`src/rtl/timer_pkg.sv`:
```
// Shared state encoding and digit limits for the game elapsed-time counter.
package timer_pkg;

  typedef enum logic [1:0] {
    IDLE  = 2'd0,
    RUN   = 2'd1,
    PAUSE = 2'd2,
    MAX   = 2'd3
  } state_t;

  localparam logic [3:0] MOD10 = 4'd9;
  localparam logic [3:0] MOD6  = 4'd5;

  localparam int unsigned TICK_DIV_DEFAULT = 1000000;

endpackage

```
`src/rtl/bcd_digit_counter.sv`:
```
// One BCD digit of the elapsed-time chain; wraps at TERMINAL and carries on the same cycle.
module bcd_digit_counter
  import timer_pkg::*;
#(
  parameter logic [3:0] TERMINAL = MOD10
) (
  input  logic       clk,
  input  logic       rst_n,
  input  logic       clr,
  input  logic       inc,
  output logic [3:0] q,
  output logic       carry
);

  logic [3:0] q_d;
  logic [3:0] q_q;

  always_comb begin
    q_d = q_q;
    if (clr) begin
      q_d = 4'd0;
    end else if (inc) begin
      q_d = (q_q == TERMINAL) ? 4'd0 : q_q + 4'd1;
    end
  end

  always_ff @(posedge clk or negedge rst_n) begin
    if (!rst_n) begin
      q_q <= 4'd0;
    end else begin
      q_q <= q_d;
    end
  end

  assign q     = q_q;
  assign carry = inc & (q_q == TERMINAL);

endmodule

```
`src/rtl/game_timer_bcd.sv`:
```
// Game elapsed-time counter HH:MM:SS.ss in BCD with start/pause/clear control.
// state | meaning: IDLE held/zeroed, RUN counting, PAUSE frozen, MAX saturated at 99:59:59.99
module game_timer_bcd
  import timer_pkg::*;
#(
  parameter int unsigned TICK_DIV   = TICK_DIV_DEFAULT,
  parameter bit          AUTO_UPPER = 1'b1
) (
  input  logic       clk,
  input  logic       rst_n,
  input  logic       start,
  input  logic       pause,
  input  logic       clear,
  input  logic       upper_req,
  output logic [3:0] digit0,
  output logic [3:0] digit1,
  output logic [3:0] digit2,
  output logic [3:0] digit3,
  output logic [3:0] digit4,
  output logic [3:0] digit5,
  output logic [3:0] digit6,
  output logic [3:0] digit7,
  output logic       running,
  output logic       maxed,
  output logic       show_upper
);

  localparam int unsigned     PW         = $clog2(TICK_DIV);
  localparam logic [PW-1:0]   PRESC_LAST = PW'(TICK_DIV - 1);

  state_t        state_d, state_q;
  logic [PW-1:0] presc_d, presc_q;
  logic          running_d, running_q;
  logic          maxed_d, maxed_q;
  logic          show_upper_d, show_upper_q;

  logic       tick, inc0, clr_dig, upper_max, at_max, near_max;
  logic [6:0] carry;
  logic       carry_unused;

  assign tick      = (state_q == RUN) && (presc_q == PRESC_LAST);
  assign upper_max = (digit7 == MOD10) && (digit6 == MOD10) && (digit5 == MOD6) &&
                     (digit4 == MOD10) && (digit3 == MOD6) && (digit2 == MOD10) &&
                     (digit1 == MOD10);
  assign at_max    = upper_max && (digit0 == MOD10);
  assign near_max  = upper_max && (digit0 == 4'd8);

  always_comb begin
    state_d = state_q;
    presc_d = presc_q;
    inc0    = 1'b0;
    clr_dig = 1'b0;
    if (clear) begin
      state_d = IDLE;
      presc_d = '0;
      clr_dig = 1'b1;
    end else if (pause) begin
      if (state_q == RUN) state_d = PAUSE;
    end else begin
      case (state_q)
        IDLE: begin
          if (start) begin
            state_d = RUN;
            presc_d = '0;
          end
        end
        PAUSE: begin
          if (start) state_d = RUN;
        end
        RUN: begin
          if (tick) begin
            presc_d = '0;
            // The tick that lands on 99:59:59.99 is also the one that enters MAX.
            if (at_max) begin
              state_d = MAX;
            end else begin
              inc0 = 1'b1;
              if (near_max) state_d = MAX;
            end
          end else begin
            presc_d = presc_q + PW'(1);
          end
        end
        default: ;
      endcase
    end
    running_d    = (state_d == RUN);
    maxed_d      = (state_d == MAX);
    show_upper_d = upper_req | (AUTO_UPPER & (|{digit4, digit5, digit6, digit7}));
  end

  always_ff @(posedge clk or negedge rst_n) begin
    if (!rst_n) begin
      state_q      <= IDLE;
      presc_q      <= '0;
      running_q    <= 1'b0;
      maxed_q      <= 1'b0;
      show_upper_q <= 1'b0;
    end else begin
      state_q      <= state_d;
      presc_q      <= presc_d;
      running_q    <= running_d;
      maxed_q      <= maxed_d;
      show_upper_q <= show_upper_d;
    end
  end

  bcd_digit_counter #(.TERMINAL(MOD10)) u_d0 (.clk(clk), .rst_n(rst_n), .clr(clr_dig),
    .inc(inc0),     .q(digit0), .carry(carry[0]));
  bcd_digit_counter #(.TERMINAL(MOD10)) u_d1 (.clk(clk), .rst_n(rst_n), .clr(clr_dig),
    .inc(carry[0]), .q(digit1), .carry(carry[1]));
  bcd_digit_counter #(.TERMINAL(MOD10)) u_d2 (.clk(clk), .rst_n(rst_n), .clr(clr_dig),
    .inc(carry[1]), .q(digit2), .carry(carry[2]));
  bcd_digit_counter #(.TERMINAL(MOD6))  u_d3 (.clk(clk), .rst_n(rst_n), .clr(clr_dig),
    .inc(carry[2]), .q(digit3), .carry(carry[3]));
  bcd_digit_counter #(.TERMINAL(MOD10)) u_d4 (.clk(clk), .rst_n(rst_n), .clr(clr_dig),
    .inc(carry[3]), .q(digit4), .carry(carry[4]));
  bcd_digit_counter #(.TERMINAL(MOD6))  u_d5 (.clk(clk), .rst_n(rst_n), .clr(clr_dig),
    .inc(carry[4]), .q(digit5), .carry(carry[5]));
  bcd_digit_counter #(.TERMINAL(MOD10)) u_d6 (.clk(clk), .rst_n(rst_n), .clr(clr_dig),
    .inc(carry[5]), .q(digit6), .carry(carry[6]));
  bcd_digit_counter #(.TERMINAL(MOD10)) u_d7 (.clk(clk), .rst_n(rst_n), .clr(clr_dig),
    .inc(carry[6]), .q(digit7), .carry(carry_unused));

  assign running    = running_q;
  assign maxed      = maxed_q;
  assign show_upper = show_upper_q;

endmodule
```
`config.mk`:
```
export PLATFORM = sky130hd
export DESIGN_NAME = game_timer_bcd
export DESIGN_NICKNAME = d
export VERILOG_FILES = /design/src/rtl/timer_pkg.sv /design/src/rtl/bcd_digit_counter.sv /design/src/rtl/game_timer_bcd.sv
export SDC_FILE = /design/constraint.sdc
export NUM_CORES = 1
export LEC_CHECK = 0
export ABC_AREA = 0
export BUFFER_PORTS_ARGS = -buffer_cell sky130_fd_sc_hd__buf_4
export CAP_MARGIN = 20
export CORE_MARGIN = 3
export CORE_UTILIZATION = 40
export DETAILED_ROUTE_END_ITERATION = 8
export PLACE_DENSITY = 0.66
export SYNTH_ARGS = -nofsm -noshare
export SYNTH_HDL_FRONTEND = slang
export SYNTH_SLANG_ARGS = --single-unit
```
`constraint.sdc`:
```
create_clock -name clk -period 3.7 [get_ports clk]
set_clock_uncertainty 0.1 [all_clocks]
set_input_delay 0 -clock clk [delete_from_list [all_inputs] [get_ports clk]]
set_output_delay 0 -clock clk [all_outputs]
set_load 0.03 [all_outputs]
```
==> summary.md, run 1 <==
The CTS buffer count was 9; the number of detailed-route iterations in the first pass was 4. Type of destination of the critical path: a flop. The detail route stage leaves a number of antenna-violating nets equal to 0. The tools report the maximum number of pins on one net before global-route repair as 58. The top-area cell type share of the netlist area was 0.3941; the die height was 101.1 um. From synthesis to final layout, the design area changed by 16.73%. The synthesized-area fraction occupied by xor and xnor cells works out to 0.02904. For the worst-skew pair, the clock arrives at the later sink with an insertion delay of 340 ps. The total track usage was 0.1806. The clock transition at the register clock pins on the worst setup and hold paths after CTS works out to 70 ps. The tools report the number of antenna violations at the first check in global routing as 0.

The type of the worst min-delay path is input port to flop. The tools report the area of the core as 8763 um2. 0 antenna diodes ended up in the layout. The run gives 0 ps as the sum of negative setup slack. Largest family of logic cells by synthesized area: simple AND/OR/NAND/NOR gates. The tools report the number of sinks driven by the clock tree as 57. Global routing finished with a remaining overflow of 0. The register-to-register setup slack was 940 ps; the routed length per placed instance was 15.91 um. In this run the power density over the cells is 304.9 nW/um2. Of all nets on the critical path, the largest fanout is 7.

No sink is reached through more buffers than the 2 on the longest clock path. The fraction of synthesis flops using an asynchronous set or reset pin is 1.000. After technology mapping, the gate count stands at 398.

For the number of DRC violations after detailed routing, the log shows 0. The tightest hold path in the finished design has a slack of 8.419 ps. The post-synthesis cell type count came out at 59. The tree is rooted in a clkbuf_8. End of the worst register-to-register path: state_q[1].

Vias per cell: 5.762. Startpoint of the worst register-to-register path: u_d4.q[1]. Number of max-slew violations in the final report: 0. The complex-gate fraction of the synthesized area is 0.1358, and the worst reg-to-reg path cell count is 7. The worst slew slack as a fraction of its limit is 0.4371.

The arrival time of the worst setup path was 2910 ps; the slew at the pin with the worst max-slew slack was 844.3 ps. Summed over all cells, the static leakage comes to 1.760 nW. The kind of launch point of the worst setup path was a flop. The arithmetic-cell share of the synthesized area counting full adders, half adders and majority gates is 0.06568.

The tools report the end of the worst hold path as state_q[0]. The post-route fraction of the period consumed by the critical path works out to 0.7469. The synthesized design spends more area on one cell type than any other, namely dfrtp_1. After synthesis, the cell types taking the most area are dfrtp_1, ha_1, nand2_1, nor2_1, a21oi_1. When the netlist entered floorplanning its net count stood at 423.

The total number of vias came out at 3169. The effective utilization at floorplan was 0.4130; the post-synthesis share of cell area spent on and, or, nand and nor gates was 0.3066. The hold violation count in the final report is 0. The run gives 0.1719 mV as the worst voltage drop across the vdd grid. The netlist area before placement is 3620 um2. For this run, the leading register cell type out of synthesis is dfrtp_1.

For the utilization after layout, the log shows 0.4822. The number of placement rows is 34. Setup violations remaining at the end of the flow were counted as 0. The routed design has 8752 um of wire. Counting flops and latches in the post-synthesis netlist gives 57.

Yosys mapped a number of flops with a built-in enable equal to 0. The routed design could run at a clock period as short as 2764 ps. Yosys printed 0 warnings. After the last flow step, the layout net total stands at 463. The fraction of final layout cells sized beyond drive strength 1 was 0.1561. In this run the tool buffered the top-level ports with 40 buffer cells. The hold path startpoint was start. For the count of maximum capacitance violations, the log shows 0.

In this run, the number of DRC markers left after iteration 0 of detailed routing was 130. For this run, the top clock speed supported by timing is 361.9 MHz. From left edge to right edge, the die measures 101.1 um. The via count of the first global-routing pass was 3070; the share of synthesized area spent on multiplexers was 0.02904. The congestion estimate from routability-driven global placement came to 0.8661. The wire-length estimate of the detail-placed layout is 6137 um. Proportion of synthesized chip area in sequential cells: 0.3941.

The first-pass GRT wire length is 14870 um, and the cell depth of the worst min-delay path is 3. The category of the most critical setup path is flop to flop. The die covers 10230 um2.

Averaged over all synthesized cells, the footprint is 9.095 um2. Pin placement for this block handled 41 I/O pins. TritonCTS built the clock tree. Setup repair after global routing left no endpoint under its margin. The H-tree generated during clock tree synthesis spans 3 levels. The flow ran to the end, and the final reports show no timing, DRC or antenna violations. STA puts the critical path data required time at 3840 ps.
## critical path, cell delays in order (launching register included)
cell and delay [ps]:
dfrtp_1 420, inv_1 110, ha_1 190, nand3b_1 220
or4_1 680, nor3_1 430, a31oi_1 250, a211oi_1 260
## cell type report
cell class,count,area (um2)
clock buffers,12,155.1
clock inverters,3,40.04
fillers,835,4538
inverters,19,71.32
multi-input cells,306,2049
flip-flops and latches,57,1426
well taps,108,135.1
repair buffers,45,347.8
## Yosys cell counts, types with 7 or more instances
master    number
nand4_1        9
inv_1         19
a21oi_1       23
nand3_1       23
o21ai_0       17
dfrtp_1       57
xnor2_1       12
and3b_1        7
nor3_1        11
nand3b_1       9
nand2_1       32
ha_1          19
nor2_1        32
or4_1          8
nor4_1        13
clkbuf_1      11
## cell usage in the layout (no fill, tap or decap), types with 5 or more instances in the layout
cell type and count:
nand2_1 32, nor2_1 32, ha_1 19, dfrtp_1 57, nand3b_1 9, or4_1 8, a31oi_1 5, inv_1 19
clkbuf_8 11, or3_1 5, and3b_1 7, mux2i_1 6, nor3_1 11, nand3_1 23, nor2b_1 5, nand2b_1 5
buf_4 41, a21oi_1 23, xnor2_1 12, o21ai_0 17, and4_1 6, nand4_1 9, nor4_1 13
## metrics by stage
stage	setup WS [ps]	area, um2	total power, mW	cells
after floorplan	1212	3620	0.6758	398
after global placement	1040	3990	0.7017	531
after detailed placement	985.0	3990	0.7025	531
after CTS	944.9	4225	1.301	550
after global routing	772.4	4225	1.336	550
final	936.5	4225	1.288	550
## flip-flops by register name, indices dropped and copies added (netlist names)
name,cells
u_d1.q,4
u_d4.q,4
u_d2.q,4
u_d6.q,4
presc_q,20
u_d7.q,4
running,1
show_upper,1
state_q,2
u_d3.q,4
u_d5.q,4
maxed,1
u_d0.q,4
## report_power, final
part / switching (mW) / internal [mW] / total (mW) / leakage [nW]
combinational: 0.0443 / 0.0183 / 0.0626 / 0.865
sequential: 0.00400 / 0.626 / 0.630 / 0.792
clock: 0.253 / 0.342 / 0.595 / 0.102
## kinds of logic after synthesis
group / Yosys count
mux: 10
compound gates: 75
simple gates: 190
fa+ha+maj: 19
flops: 57
buf+inv: 35
xor+xnor: 12
## worst max path at each step
stage	start	end	slack, ps	cells after the start
floorplan	u_d2.q[0]	u_d5.q[3]	1210	8
global placement	u_d4.q[1]	state_q[1]	1040	7
detailed placement	u_d4.q[1]	state_q[1]	980	7
CTS	u_d4.q[1]	state_q[1]	940	7
global route	u_d4.q[1]	state_q[1]	770	7
finish	u_d4.q[1]	state_q[1]	940	7
## routing by layer
| layer | routed length, um | track usage |
|---|---|---|
| met5 | 0 | 0 |
| met4 | 120 | 0.06851 |
| met3 | 333 | 0.03045 |
| met2 | 4305 | 0.3033 |
| met1 | 3992 | 0.2325 |
## what timing repair did
item                                   in CTS  in global routing
setup buffers                               0                  0
hold buffers                                4                  0
resized for setup                           0                  0
endpoints found under the hold margin      74                  0
setup endpoints to repair                   0                  0
Note: power is estimated with default switching activity, not from simulation.
==> run 2, diff against run 1 <==
--- a/config.mk
+++ b/config.mk
@@ -5,13 +5,13 @@
 export SDC_FILE = /design/constraint.sdc
 export NUM_CORES = 1
 export LEC_CHECK = 0
-export ABC_AREA = 0
+export ABC_AREA = 1
 export BUFFER_PORTS_ARGS = -buffer_cell sky130_fd_sc_hd__buf_4
 export CAP_MARGIN = 20
 export CORE_MARGIN = 3
 export CORE_UTILIZATION = 40
 export DETAILED_ROUTE_END_ITERATION = 8
-export PLACE_DENSITY = 0.66
+export PLACE_DENSITY = 0.69
 export SYNTH_ARGS = -nofsm -noshare
 export SYNTH_HDL_FRONTEND = slang
 export SYNTH_SLANG_ARGS = --single-unit
==> constraint.sdc (replaced) <==
create_clock -name clk -period 2.52 [get_ports clk]
set_clock_uncertainty 0.1 [all_clocks]
set_input_delay 0 -clock clk [delete_from_list [all_inputs] [get_ports clk]]
set_output_delay 0 -clock clk [all_outputs]
set_load 0.03 [all_outputs]
==> summary.md, run 2 <==
For the first-pass GRT wire length, the log shows 13200 um (was 14870 um). The total track usage was 0.1649 (was 0.1806); the summed area of non-filler cells in the final layout was 4125 um2 (was 4225 um2). The fraction of final layout cells sized beyond drive strength 1 is 0.1765 (was 0.1561), and the CTS H-tree depth is 3 (unchanged). The category of the most critical setup path is flop to flop (unchanged). The via count of the first global-routing pass is 2933 (was 3070), and the number of max-slew violations in the final report is 0 (unchanged).

The flow ran to the end, and the final reports show no timing, DRC or antenna violations. The number of DRC violations after detailed routing was 0 (unchanged). The clock insertion delay at the later pin of the skew report was 330 ps (was 340 ps). The slew at the pin with the worst max-slew slack was 721.6 ps (was 844.3 ps). The type of the worst min-delay path was input port to asynchronous set/reset pin (was input port to flop).

The post-synthesis cell type count is 41 (was 59). The yosys synthesis warning count is 0 (unchanged). The tools report the maximum number of pins on one net before global-route repair as 58 (unchanged). The data required time of the worst path came out at 2680 ps (was 3840 ps).

The number of enable-type register cells in the synthesized netlist works out to 0 (unchanged). Total setup violations reported at the end of the flow: 0 (unchanged). The routed length per placed instance was 12.63 um (was 15.91 um); the arrival time of the worst setup path was 2380 ps (was 2910 ps). The number of standard cells after synthesis is 433 (was 398). For the sum of negative setup slack, the log shows 0 ps (unchanged). Number of detailed-route iterations in the first pass: 4 (unchanged).

Type of destination of the critical path: a flop (unchanged). The run gives 0.4113 (was 0.3941) as the proportion of synthesized chip area in sequential cells. The post-route total power was 2.030 mW (was 1.288 mW).

Area contributors post-synth: dfrtp_1, nand2_1, ha_1, inv_1, nor2_1 (was dfrtp_1, ha_1, nand2_1, nor2_1, a21oi_1). The die height was 99.12 um (was 101.1 um). The register bit total from synthesis came out at 57 (unchanged). The hold violation count in the final report was 0 (unchanged); the post-place instance area was 3891 um2 (was 3990 um2).

The register-to-register setup slack came out at 310 ps (was 940 ps). The utilization after layout came out at 0.4971 (was 0.4822). The register with the highest flop count is presc_q (unchanged). The clock root buffer is clkbuf_8 (unchanged). The synthesis-to-layout area growth was 18.94% (was 16.73%). Number of placement rows: 33 (was 34). Commonest non-fill, non-tap cell in the layout: nand2_1 (was dfrtp_1).

The detailed router's first-iteration violation count came out at 115 (was 130). The worst-case clock buffer depth came out at 2 (unchanged). Cell accounting for the most synthesized area: dfrtp_1 (unchanged).

The CTS buffer count was 9 (unchanged); the clock transition at the register clock pins on the worst setup and hold paths after CTS was 60 ps (was 70 ps). The most frequent cell after synthesis is nand2_1 (was dfrtp_1). The number of antenna violations at the first check in global routing came out at 0 (unchanged).

The fraction of synthesis flops using an asynchronous set or reset pin is 1.000 (unchanged). Synth top cells by count: nand2_1, dfrtp_1, inv_1, nor2_1, nand3_1 (was dfrtp_1, nand2_1, nor2_1, a21oi_1, nand3_1). The final RePlAce weighted congestion is 0.8628 (was 0.8661). The top-area cell type share of the netlist area was 0.4113 (was 0.3941). The number of buffers inserted by port buffering was 40 (unchanged); the number of antenna-violating nets in the routed design was 0 (unchanged). The peak fanout along the critical path was 8 (was 7). The total nets after synthesis was 458 (was 423); the die boundary width was 99.12 um (was 101.1 um). The tools report the number of sinks driven by the clock tree as 57 (unchanged).

The post-route fraction of the period consumed by the critical path works out to 0.8789 (was 0.7469). TritonCTS built the clock tree. For the highest clock rate, the log shows 451.5 MHz (was 361.9 MHz). The logs give 0.2321 mV (was 0.1719 mV) for the worst voltage drop across the vdd grid and 0 (unchanged) for the sum of overflow across all layers after global routing.

The total power density per cell area came out at 492.2 nW/um2 (was 304.9 nW/um2). The run gives 2995 (was 3169) as the total number of vias. Vias per cell: 5.008 (was 5.762). The number of antenna diodes came out at 0 (unchanged). The flip-flop count of the largest register, all copies and words added is 20 (unchanged), and the final wirelength is 7555 um (was 8752 um). The run gives 513 (was 463) as the layout net count. The effective utilization at floorplan is 0.4179 (was 0.4130), and the count of maximum capacitance violations is 0 (unchanged). The area of the core was 8299 um2 (was 8763 um2).

The worst slew slack as a fraction of its limit was 0.5189 (was 0.4371); the average instance area after synthesis was 8.010 um2 (was 9.095 um2). The number of buffers added for setup after CTS is 0 (unchanged). Setup repair after global routing left no endpoint under its margin.

The tools report the kind of launch point of the worst setup path as a flop (unchanged). The netlist area before placement is 3468 um2 (was 3620 um2). The tools report the full die area as 9824 um2 (was 10230 um2). For the half-perimeter wire length after placement, the log shows 5532 um (was 6137 um). The minimum clock period was 2215 ps (was 2764 ps).

The number of top-level design ports is 41 (unchanged), and the post-cts repair resize count is 0 (unchanged). Commonest non-fill, non-tap cells in the layout: nand2_1, dfrtp_1, inv_1 (was dfrtp_1, buf_4, nand2_1, nor2_1). Leakage power figure: 1.981 nW (was 1.760 nW). The primary flip-flop cell chosen by synthesis mapping was dfrtp_1 (unchanged).
[run 2: cell families (layout without fill, tap and decap cells)]
family	count (synthesis)	in the layout	synth area share
buf+inv	62	122	0.07070
simple gates	228	228	0.3261
fa+ha+maj	19	19	0.06854
compound gates	53	53	0.08803
flops	57	57	0.4113
xor+xnor	14	14	0.03535
[run 2: worst max-delay path, stage by stage, from the launching register on]
cell and delay, ps:
dfrtp_1 410, inv_1 110, ha_1 150, nand2_1 60, nor2_1 270, nand2_1 150
nor2_4 150, nand3_1 130, nand3_2 150, nor2_4 50, nand3_4 90, nand2_4 90
nand2_2 110, nand2_1 60, nand2_1 70
[run 2: stage by stage]
stage	worst slack (ps)	instances	hold slack, ps
floorplan	380.4	433	-395.6
global placement	385.9	576	11.48
detailed placement	299.1	576	9.839
CTS	281.0	598	199.2
global route	68.18	598	228.3
finish	305.1	598	172.3
[run 2: worst paths after layout]
check | start | to | cells after the start
worst min-delay path | rst_n | maxed | 2
worst max-delay path | u_d4.q[1] | u_d7.q[0] | 14
worst max register to register | u_d4.q[1] | u_d7.q[0] | 14
max in group asynchronous | rst_n | u_d4.q[1] | 2
min in group clk | upper_req | show_upper | 4
worst min register to register | presc_q[1] | presc_q[1] | 2
[run 2: cell type report]
| cell class | count | area, um2 |
|---|---|---|
| clock inverter | 3 | 15.01 |
| inverter | 57 | 214.0 |
| clock buffer | 13 | 158.9 |
| multi-input combinational | 314 | 1797 |
| fill | 775 | 4174 |
| timing repair buffer | 49 | 382.9 |
| sequential | 57 | 1426 |
| tap | 105 | 131.4 |
[run 2: per-layer routing]
| metal | wire [um] | share of wire | global-route usage | vias to the layer above |
|---|---|---|---|---|
| li1 | - | - | - | 1521 |
| met5 | 0 | 0 | 0 | - |
| met2 | 3575 | 0.47 | 0.2588 | 58 |
| met3 | 330 | 0.044 | 0.03226 | 6 |
| met1 | 3559 | 0.47 | 0.2194 | 1410 |
| met4 | 89 | 0.012 | 0.07773 | 0 |
[run 2: power by group]
part | switching [mW] | internal [mW]
combinational | 0.189 | 0.105
sequential | 0.0446 | 0.945
clock | 0.341 | 0.406
total | 0.575 | 1.46
[run 2: what timing repair did]
item,CTS,global route
endpoints found under the setup margin,0,0
hold buffers,6,0
endpoints found under the hold margin,68,0
==> run 3, diff against run 2 <==
--- a/config.mk
+++ b/config.mk
@@ -7,11 +7,12 @@
 export LEC_CHECK = 0
 export ABC_AREA = 1
 export BUFFER_PORTS_ARGS = -buffer_cell sky130_fd_sc_hd__buf_4
-export CAP_MARGIN = 20
+export CAP_MARGIN = 5
 export CORE_MARGIN = 3
 export CORE_UTILIZATION = 40
 export DETAILED_ROUTE_END_ITERATION = 8
-export PLACE_DENSITY = 0.69
+export PLACE_DENSITY = 0.68
 export SYNTH_ARGS = -nofsm -noshare
 export SYNTH_HDL_FRONTEND = slang
+export SYNTH_HIERARCHICAL = 1
 export SYNTH_SLANG_ARGS = --single-unit
==> summary.md, run 3 <==
The end of the worst register-to-register path was u_d6/q[2] (was u_d7.q[0]). The first-pass GRT wire length is 17270 um (was 13200 um), and the switching power as a share of total power is 0.2213 (was 0.2833). The leakage power figure was 2.969 nW (was 1.981 nW); the vias per cell was 4.718 (was 5.008). The clock insertion delay at the later pin of the skew report came out at 340 ps (was 330 ps). The peak fanout along the critical path came out at 3 (was 8). Minimum clock period: 2852 ps (was 2215 ps). Count of filler cells inserted in the layout: 859 (was 775). The netlist area before placement was 3902 um2 (was 3468 um2).

The type of the worst min-delay path is input port to flop (was input port to asynchronous set/reset pin). The maximum number of pins on one net before global-route repair came out at 58 (unchanged). The startpoint identified for the worst hold timing path is start. For the CTS buffer count, the log shows 9 (unchanged). The half-perimeter wire length after placement is 7109 um (was 5532 um). The number of buffers inserted by port buffering was 40 (unchanged). The tools report the startpoint of the worst register-to-register path as presc_q[1] (was u_d4.q[1]). The flip-flop count of the largest register, all copies and words added is 20 (unchanged), and the sum of negative setup slack is -2583 ps (was 0 ps). The average instance area after synthesis works out to 6.603 um2 (was 8.010 um2). The full die area is 10980 um2 (was 9824 um2), and the area of the core is 9371 um2 (was 8299 um2).

The worst-case clock buffer depth was 2 (unchanged); the worst slew slack as a fraction of its limit was 0.5048 (was 0.5189). The die boundary width was 104.8 um (was 99.12 um); the post-route total power was 2.177 mW (was 2.030 mW). The via count of the first global-routing pass came out at 3973 (was 2933). The number of sinks driven by the clock tree is 57 (unchanged), and the number of top-level design ports is 41 (unchanged). The data required time of the worst path is 2690 ps (was 2680 ps).

The total power density per cell area was 392.4 nW/um2 (was 492.2 nW/um2). The area taken by flip-flops and latches was 1426 um2 (unchanged); the clock transition at the register clock pins on the worst setup and hold paths after CTS was 70 ps (was 60 ps). The CTS H-tree depth is 3 (unchanged). The number of standard cells after synthesis came out at 591 (was 433). The kind of launch point of the worst setup path was a flop (unchanged). Commonest non-fill, non-tap cells in the layout: nand2_1, buf_4, inv_1 (was nand2_1, dfrtp_1, inv_1). The tools report the final RePlAce weighted congestion as 0.8310 (was 0.8628).

The number of detailed-route iterations in the first pass is 5 (was 4), and the routed length per placed instance is 11.56 um (was 12.63 um). The highest clock rate was 350.7 MHz (was 451.5 MHz); the arrival time of the worst setup path was 3030 ps (was 2380 ps). Register with the highest flop count: presc_q (unchanged). The clock share of power was 0.519 (was 0.368); the total setup violations reported at the end of the flow was 12 (was 0). TritonCTS built the clock tree. The category of the most critical setup path was flop to flop (unchanged). The post-route fraction of the period consumed by the critical path is 1.132 (was 0.8789), and the yosys synthesis warning count is 6 (was 0). The total number of vias was 4128 (was 2995); the part of the power in combinational logic was 0.058 (was 0.145). The number of DRC violations after detailed routing is 0 (unchanged), and the cell depth of the worst min-delay path is 5. For the number of max-slew violations in the final report, the log shows 0 (unchanged).

The die height is 104.8 um (was 99.12 um). The sum of overflow across all layers after global routing is 0 (unchanged). The count of maximum capacitance violations was 0 (unchanged). The total nets after synthesis is 614 (was 458).

The run finished, with violations left. Setup repair after global routing could not meet its margin everywhere. The total track usage is 0.1898 (was 0.1649), and the worst voltage drop across the vdd grid is 0.2977 mV (was 0.2321 mV).

The power spent charging and discharging nets is 0.4818 mW (was 0.5753 mW). The worst reg-to-reg path cell count came out at 27 (was 14). The checks that failed: setup timing. For the register-to-register setup slack, the log shows -330 ps (was 310 ps). Type of destination of the critical path: a flop (unchanged). The number of antenna-violating nets in the routed design is 0 (unchanged), and the worst setup slack after layout is -331.6 ps (was 305.1 ps). The synthesis-to-layout area growth is 42.19% (was 18.94%). The run gives 0 (unchanged) as the number of antenna violations at the first check in global routing. The run gives 0 (unchanged) as the hold violation count in the final report.

The run gives 2232 um2 (was 1797 um2) as the area of the multi-input gates. For the number of antenna diodes, the log shows 0 (unchanged). For the layout net count, the log shows 764 (was 513). The run gives 0.4164 (was 0.4179) as the effective utilization at floorplan.

Commonest non-fill, non-tap cell in the layout: nand2_1 (unchanged). The fraction of final layout cells sized beyond drive strength 1 is 0.3110 (was 0.1765), and the final wirelength is 10110 um (was 7555 um). For the internal portion of total power, the log shows 1.695 mW (was 1.455 mW).

Slew at the pin with the worst max-slew slack: 742.8 ps (was 721.6 ps). The sequential share of power is 0.423 (was 0.487). The tools report the clock root buffer as clkbuf_8 (unchanged). Number of placement rows: 35 (was 33).

End of the worst hold path: maxed. For the detailed router's first-iteration violation count, the log shows 172 (was 115).
[run 3: routing by layer]
metal  track usage  up-vias  share of wire
met3       0.02965       20          0.038
met1        0.2247     1906           0.43
met4       0.06935        0          0.016
li1              -     2105              -
met2        0.3446       97           0.51
met5             0        -              0
[run 3: cell type report]
cell class	count	area share
flip-flops and latches	57	0.2570
clock buffers	12	0.02976
multi-input cells	428	0.4023
inverters	105	0.07103
well taps	129	0.02909
clock inverters	4	0.01759
repair buffers	140	0.1932
[run 3: worst max path at each step]
stage                     cells after the start        from  slack [ps]         to
after floorplan                              26  presc_q[0]        -290  u_d7/q[2]
after global placement                       28  presc_q[9]        -380  u_d7/q[2]
after detailed placement                     27  presc_q[0]        -500  u_d7/q[2]
after CTS                                    28   u_d3/q[0]        -360  u_d3/q[3]
after global routing                         27  presc_q[0]        -500  u_d6/q[2]
final                                        27  presc_q[1]        -330  u_d6/q[2]
[run 3: power by group through the flow]
| stage | Clock, mW | Sequential (mW) | Combinational, mW |
|---|---|---|---|
| floorplan | 0 | 0.944 | 0.0546 |
| global placement | 0 | 0.939 | 0.112 |
| global route | 1.19 | 0.921 | 0.140 |
| detailed placement | 0 | 0.939 | 0.113 |
| CTS | 1.15 | 0.921 | 0.124 |
| finish | 1.13 | 0.921 | 0.126 |
[run 3: critical path, cell delays in order, from the launching register on]
cell,delay (ps)
dfrtp_1,370
ha_2,190
nand3_2,80
nor2_2,160
nand2_2,80
nor2_4,120
nand3_2,90
inv_2,70
inv_2,40
nor2_4,120
inv_2,60
nor2_4,100
inv_2,60
nor2_4,100
inv_2,60
nor2_4,90
inv_2,60
nor2_4,90
inv_2,60
nor2_4,80
inv_2,50
buf_4,130
buf_6,110
nand2_4,70
nand2_1,50
nand2_1,50
nand2_1,50
nor2_1,80
[run 3: stage by stage]
stage          setup WS (ps)  cell area [um2]    util  hold slack, ps  cells
6_report              -331.6             5549  0.5921           62.03    875
2_1_floorplan         -285.9             3915       -          -395.6    591
3_5_place_dp          -497.1             4883  0.5211           17.62    828
5_1_grt               -497.3             5549  0.5921           73.09    875
3_3_place_gp          -381.3             4883  0.5211           13.66    828
4_1_cts               -360.5             5479  0.5846           31.76    877
[run 3: what timing repair did]
item,4_1_cts,5_1_grt
hold buffers,4,0
gates resized for setup,29,31
endpoints found under the hold margin,61,0
pin swaps,17,39
setup buffers,29,12
endpoints found under the setup margin,16,23
